[src/rtl/ram_access_controller_if.sv]
// Request/response handshake bundle between a requester and the RAM controller.
// master: requester side; slave: controller side.
interface ram_access_controller_if #(
  parameter int DATA_WIDTH = 32
);
  logic                  req_valid;
  logic                  req_ready;
  logic                  req_write;
  logic [DATA_WIDTH-1:0] req_address;
  logic [DATA_WIDTH-1:0] req_write_data;
  logic                  rsp_valid;
  logic                  rsp_ready;
  logic [DATA_WIDTH-1:0] rsp_read_data;
  logic                  rsp_error;

  modport master (
    output req_valid,
    output req_write,
    output req_address,
    output req_write_data,
    output rsp_ready,
    input  req_ready,
    input  rsp_valid,
    input  rsp_read_data,
    input  rsp_error
  );

  modport slave (
    input  req_valid,
    input  req_write,
    input  req_address,
    input  req_write_data,
    input  rsp_ready,
    output req_ready,
    output rsp_valid,
    output rsp_read_data,
    output rsp_error
  );
endinterface

[src/rtl/ram_access_controller.sv]
// Single-outstanding load/store front end for a single-port word RAM.
// Ports: clk, reset (async, active-low), bus (req/rsp slave), ram_* RAM side.
module ram_access_controller #(
  parameter int                    MEMORY_DEPTH = 32,
  parameter int                    DATA_WIDTH   = 32,
  parameter logic [DATA_WIDTH-1:0] BASE_ADDRESS = 32'h10010000
) (
  input  logic                  clk,
  input  logic                  reset,
  ram_access_controller_if.slave bus,
  output logic                  ram_write_enable,
  output logic [DATA_WIDTH-1:0] ram_address,
  output logic [DATA_WIDTH-1:0] ram_write_data,
  input  logic [DATA_WIDTH-1:0] ram_read_data
);

  localparam logic [DATA_WIDTH-1:0] DEPTH_W =
    DATA_WIDTH'(MEMORY_DEPTH);

  typedef enum logic [1:0] {
    IDLE,
    ACCESS,
    CAPTURE,
    RESP
  } state_t;

  state_t state_q;
  state_t state_d;

  logic                  write_q;
  logic                  error_q;
  logic [DATA_WIDTH-1:0] rdata_q;

  logic [DATA_WIDTH-1:0] offset;
  logic [DATA_WIDTH-1:0] index;
  logic                  below_base;
  logic                  addr_err;
  logic                  accept;

  // Subtract only above the base so low addresses cannot
  // wrap around and alias into the RAM window.
  always_comb begin
    below_base = bus.req_address < BASE_ADDRESS;
    offset     = '0;
    if (!below_base) begin
      offset = bus.req_address - BASE_ADDRESS;
    end
    index    = offset >> 2;
    addr_err = (bus.req_address[1:0] != 2'b00) ||
               below_base ||
               (index >= DEPTH_W);
  end

  assign accept = bus.req_valid && (state_q == IDLE);

  always_comb begin
    state_d          = state_q;
    bus.req_ready    = 1'b0;
    bus.rsp_valid    = 1'b0;
    ram_write_enable = 1'b0;
    unique case (state_q)
      IDLE: begin
        bus.req_ready = 1'b1;
        if (bus.req_valid) begin
          state_d = addr_err ? RESP : ACCESS;
        end
      end
      ACCESS: begin
        ram_write_enable = write_q;
        state_d          = write_q ? RESP : CAPTURE;
      end
      CAPTURE: begin
        state_d = RESP;
      end
      RESP: begin
        bus.rsp_valid = 1'b1;
        if (bus.rsp_ready) begin
          state_d = IDLE;
        end
      end
      default: begin
        state_d = IDLE;
      end
    endcase
  end

  always_ff @(posedge clk or negedge reset) begin
    if (!reset) begin
      state_q        <= IDLE;
      write_q        <= 1'b0;
      error_q        <= 1'b0;
      rdata_q        <= '0;
      ram_address    <= '0;
      ram_write_data <= '0;
    end else begin
      state_q <= state_d;
      if (accept) begin
        write_q <= bus.req_write;
        error_q <= addr_err;
        rdata_q <= '0;
        // RAM side only moves for requests that will access it.
        if (!addr_err) begin
          ram_address    <= index;
          ram_write_data <= bus.req_write_data;
        end
      end
      if (state_q == CAPTURE) begin
        rdata_q <= ram_read_data;
      end
    end
  end

  assign bus.rsp_read_data = rdata_q;
  assign bus.rsp_error     = error_q;

endmodule
[src/flat_wrapper.sv]
// flat-port wrapper written by rule: the top's interface ports become plain ports
module ram_access_controller_flat 
#(
  parameter int                    MEMORY_DEPTH = 32,
  parameter int                    DATA_WIDTH   = 32,
  parameter logic [DATA_WIDTH-1:0] BASE_ADDRESS = 32'h10010000
)
  (clk, reset, ram_write_enable, ram_address, ram_write_data, ram_read_data, bus_req_valid, bus_req_write, bus_req_address, bus_req_write_data, bus_rsp_ready, bus_req_ready, bus_rsp_valid, bus_rsp_read_data, bus_rsp_error);
  ram_access_controller_if #(.DATA_WIDTH(DATA_WIDTH)) bus_i ();
  input  logic clk;
  input  logic reset;
  output logic ram_write_enable;
  output logic [DATA_WIDTH-1:0] ram_address;
  output logic [DATA_WIDTH-1:0] ram_write_data;
  input  logic [DATA_WIDTH-1:0] ram_read_data;
  input wire logic [$bits(bus_i.req_valid)-1:0] bus_req_valid;
  input wire logic [$bits(bus_i.req_write)-1:0] bus_req_write;
  input wire logic [$bits(bus_i.req_address)-1:0] bus_req_address;
  input wire logic [$bits(bus_i.req_write_data)-1:0] bus_req_write_data;
  input wire logic [$bits(bus_i.rsp_ready)-1:0] bus_rsp_ready;
  output wire logic [$bits(bus_i.req_ready)-1:0] bus_req_ready;
  output wire logic [$bits(bus_i.rsp_valid)-1:0] bus_rsp_valid;
  output wire logic [$bits(bus_i.rsp_read_data)-1:0] bus_rsp_read_data;
  output wire logic [$bits(bus_i.rsp_error)-1:0] bus_rsp_error;
  assign bus_i.req_valid = bus_req_valid;
  assign bus_i.req_write = bus_req_write;
  assign bus_i.req_address = bus_req_address;
  assign bus_i.req_write_data = bus_req_write_data;
  assign bus_i.rsp_ready = bus_rsp_ready;
  assign bus_req_ready = bus_i.req_ready;
  assign bus_rsp_valid = bus_i.rsp_valid;
  assign bus_rsp_read_data = bus_i.rsp_read_data;
  assign bus_rsp_error = bus_i.rsp_error;
  ram_access_controller #(.MEMORY_DEPTH(MEMORY_DEPTH), .DATA_WIDTH(DATA_WIDTH), .BASE_ADDRESS(BASE_ADDRESS)) u_core (.clk(clk), .reset(reset), .bus(bus_i), .ram_write_enable(ram_write_enable), .ram_address(ram_address), .ram_write_data(ram_write_data), .ram_read_data(ram_read_data));
endmodule
[config.mk]
export PLATFORM = sky130hd
export DESIGN_NAME = ram_access_controller_flat
export DESIGN_NICKNAME = d
export VERILOG_FILES = /design/src/rtl/ram_access_controller_if.sv /design/src/rtl/ram_access_controller.sv /design/src/flat_wrapper.sv
export SDC_FILE = /design/constraint.sdc
export NUM_CORES = 1
export LEC_CHECK = 0
export CORE_MARGIN = 10
export CORE_UTILIZATION = 38
export CTS_BUF_LIST = sky130_fd_sc_hd__clkbuf_4 sky130_fd_sc_hd__clkbuf_8
export DETAILED_ROUTE_END_ITERATION = 8
export PLACE_DENSITY = 0.78
export REMOVE_ABC_BUFFERS = 1
export SETUP_SLACK_MARGIN = 0.02
export SYNTH_ARGS = -nofsm -noshare
export SYNTH_HDL_FRONTEND = slang
export SYNTH_SLANG_ARGS = --single-unit
export TNS_END_PERCENT = 30
[constraint.sdc]
create_clock -name clk -period 2 [get_ports clk]
set_input_delay 0.3 -clock clk [delete_from_list [all_inputs] [get_ports clk]]
set_output_delay 0.3 -clock clk [all_outputs]
set_load 0.05 [all_outputs]
==> flow_metrics.py <==
metrics = {
    "run_status": {
        "outcome": "complete, but fails checks",
        "failed_checks": "negative setup slack",
    },
    "clock_tree": {
        "cts.sinks": 98,
        "cts.htree.levels": 3,
        "cts_buffer_depth": 2,
        "insertion_delay_ps": 360,
        "cts_made_buffers": 9,
        "cts.root.buffer_cell": "clkbuf_8",
        "cts_tree": "built",
        "path_clk_slew_ps": 100,
    },
    "timing": {
        "setup_ws_ps": -632,
        "rsz0062_at_grt": "yes",
        "hold_violations": 0,
        "period_share": 1.32,
        "max_freq_mhz": 380,
        "worst_slew_pin_slew_ps": 561,
        "drv_slew": 0,
        "relSlewSlack": 0.625,
        "post-route-min-period_ps": 2630,
        "setup_viol": 64,
        "fin_skew_ps": 8.59,
    },
    "worst_setup_path": {
        "cp-start-kind": "primary input",
        "worstPathArrival_ps": 2870,
        "critPathCaptureType": "register",
        "worst_ep_required_time_ps": 2240,
        "worstSetupPathType": "primary input to register",
        "worstPathMaxFanout": 7,
        "r2r-end": "u_core.ram_write_data[15]$_DFFE_PN0P_",
        "rr_worst_depth": 9,
        "r2r_start": "u_core.state_q[1]$_DFFE_PN0P_",
        "reg2reg_slack_ps": -130,
    },
    "pwr": {
        "cellPowerDensity_nw_per_um2": 918,
        "leakage_nw": 3.22,
        "vdd_drop_max_mv": 0.657,
    },
    "yosys": {
        "synthFlopType": "dfrtp_1",
        "ys_warn_count": 0,
        "ys_async_sr_fraction": 1.00,
        "syn_avg_cell_area_sq_um": 11.7,
        "synth-edff-count": 0,
        "synth-seq-area-share": 0.574,
        "synthDistinctLibCells": 49,
        "synth-seq-cells": 98,
        "syn_area_sq_um": 4270,
        "synth_cells": 364,
    },
    "route": {
        "dr_total_vias": 3708,
        "drtIter0Drc": 243,
        "viasPerCell": 4.91,
        "ant_nets": 0,
        "firstDrtPassIters": 4,
        "drc": 0,
        "wl_per_cell_um": 18.9,
        "wirelength_um": 14300,
    },
    "floorplan": {
        "die_area_sq_um": 15900,
        "start_util": 0.391,
        "die_x_um": 126,
        "die_y_um": 126,
        "core_area_sq_um": 10900,
        "pin_count": 201,
        "rows": 38,
    },
    "finish": {
        "final_area_sq_um": 7240,
        "nFillCells": 844,
        "drive_gt1_frac": 0.236,
        "final_cells": 755,
        "nets": 716,
        "post-route-util": 0.662,
        "n_antenna_cell": 0,
        "synthToLayoutAreaGrowth_pct": 69.4,
    },
    "run": {
        "cap_violations": 0,
    },
    "global_routing": {
        "antenna_found_initial": 0,
        "grt_pass1_vias": 3996,
        "grt_first_pass_wirelength_um": 22500,
        "grt_max_degree": 65,
        "grt_use_total": 0.174,
        "globalRouteOverflowTotal": 0,
    },
    "placement": {
        "hpwl_um": 10300,
        "gp_congestion": 0.843,
        "numPortBuffers": 198,
        "dp_cells": 722,
        "place_area_sq_um": 6660,
    },
    "hold_path": {
        "min_path_type": "primary input to async pin",
    },
}
synthesized netlist by cell type (2+ instances only):
library cell  count  area [sq um]
nand2b_1          2          12.5
dfrtp_1          98          2450
nor4_1            2          12.5
and2b_1           6          45.0
inv_1             6          22.5
o31a_1            2          17.5
nand3b_1          2          15.0
mux2_1            4          45.0
buf_6             4          45.0
nor3_1            9          45.0
nor2b_1          25           156
clkbuf_1         11          41.3
o21ai_0          37           185
nand2_1          67           251
buf_4             2          15.0
or3_1             4          25.0
nand4b_1          3          26.3
a21oi_1           6          30.0
mux2_2            4          45.0
nor4b_1           2          17.5
nand3_1           3          15.0
mux2_4           30           450
nor2_1            5          18.8
ha_1              5          62.6
final cells by class:
class	count	area [sq um]	share of cell area
clock inverters	5	40.0	0.00553
repair buffers	253	2540	0.351
well taps	140	175	0.0242
multi-input cells	242	1860	0.257
flip-flops and latches	98	2450	0.339
clock buffers	11	145	0.0200
inverters	6	27.5	0.00380
stage by stage:
stage / setup WS (ps) / TNS, ps / power [W] / hold slack (ps)
6_report: -632 / -31460 / 0.00664 / 452
5_1_grt: -745 / -38800 / 0.00702 / 467
4_1_cts: -598 / -30940 / 0.00669 / 452
3_5_place_dp: -1370 / -82020 / 0.00545 / 287
3_3_place_gp: -1270 / -75740 / 0.00537 / 286
2_1_floorplan: -2780 / -167820 / 0.00422 / 4.41
sequential cells by signal, summed over array words and instances, names as in the netlist:
| signal | flops |
|---|---|
| u_core.bus.rsp_read_data | 32 |
| u_core.ram_write_data | 32 |
| u_core.ram_address | 30 |
| u_core.state_q | 2 |
| u_core.bus.rsp_error | 1 |
| u_core.write_q | 1 |
repair_timing:
item                                    in CTS  in global routing
hold endpoints to repair                    33                  0
pin swaps                                   14                  6
buffers inserted                            13                  2
endpoints found under the setup margin      64                 64
cloned                                       3                  0
hold buffers                                 1                  0
resized for setup                           78                 19
logic make-up after synthesis:
| group | Yosys count | share of synthesized area |
|---|---|---|
| flip-flops | 98 | 0.574 |
| other | 1 | 0.000878 |
| AO/OA/AOI/OAI | 57 | 0.0808 |
| XOR/XNOR | 1 | 0.00205 |
| AND/OR/NAND/NOR | 139 | 0.170 |
| multiplexers | 38 | 0.126 |
| adder cells (fa/ha/maj) | 5 | 0.0146 |
| buffers and inverters | 25 | 0.0310 |
cell usage in the layout, fill, tap and decap left out, types with 3 or more instances in the layout:
cell type,synthesis,routed
nand2_1,67,67
buf_12,0,8
nand4b_1,3,3
buf_4,2,39
or3_1,4,3
buf_6,4,8
nor3_1,9,6
buf_8,0,4
nand3_1,3,3
clkbuf_2,0,3
clkbuf_8,0,10
nor2b_1,25,25
ha_1,5,3
clkinvlp_4,0,3
nor2_1,5,5
o21ai_0,37,36
a21oi_1,6,6
inv_1,6,4
clkdlybuf4s50_1,0,182
dfrtp_1,98,98
and2b_1,6,6
mux2_4,30,37
buf_2,1,5
critical path, stage by stage:
cell             delay, ps
clkdlybuf4s15_2        220
nor3_2                 250
nand4_1                230
a2111oi_4              440
buf_4                  180
o311ai_4               100
nor4_4                 330
buf_6                  160
buf_8                  120
buf_12                 110
buf_12                 130
mux2_4                 300
metal layers:
layer  global-route usage  vias to the layer above  routed length, um
met3               0.0386                       23                816
met5                    0                        -                  0
met2                0.303                      162               7490
met4               0.0636                        0                275
li1                     -                     1730                  -
met1                0.206                     1793               5730
power breakdown:
part / internal (W) / leakage [nW] / total [W] / switching [W]
logic: 0.00103 / 1.82 / 0.00294 / 0.00191
clock network: 0.000505 / 0.0852 / 0.00121 / 0.000704
registers: 0.00230 / 1.32 / 0.00249 / 0.000190
worst max-delay path by stage:
stage / startpoint / endpoint / slack (ps) / cells past startpoint
6_report: bus_req_address[19] / u_core.ram_write_data[15]$_DFFE_PN0P_ / -630 / 12
3_3_place_gp: bus_req_address[25] / u_core.ram_write_data[31]$_DFFE_PN0P_ / -1270 / 10
5_1_grt: bus_req_address[19] / u_core.ram_address[0]$_DFFE_PN0P_ / -750 / 12
3_5_place_dp: bus_req_address[16] / u_core.ram_write_data[10]$_DFFE_PN0P_ / -1370 / 11
4_1_cts: bus_req_address[17] / u_core.ram_write_data[15]$_DFFE_PN0P_ / -600 / 13
2_1_floorplan: bus_req_address[16] / u_core.ram_write_data[0]$_DFFE_PN0P_ / -2780 / 8
Note: power is estimated with default switching activity, not from simulation.
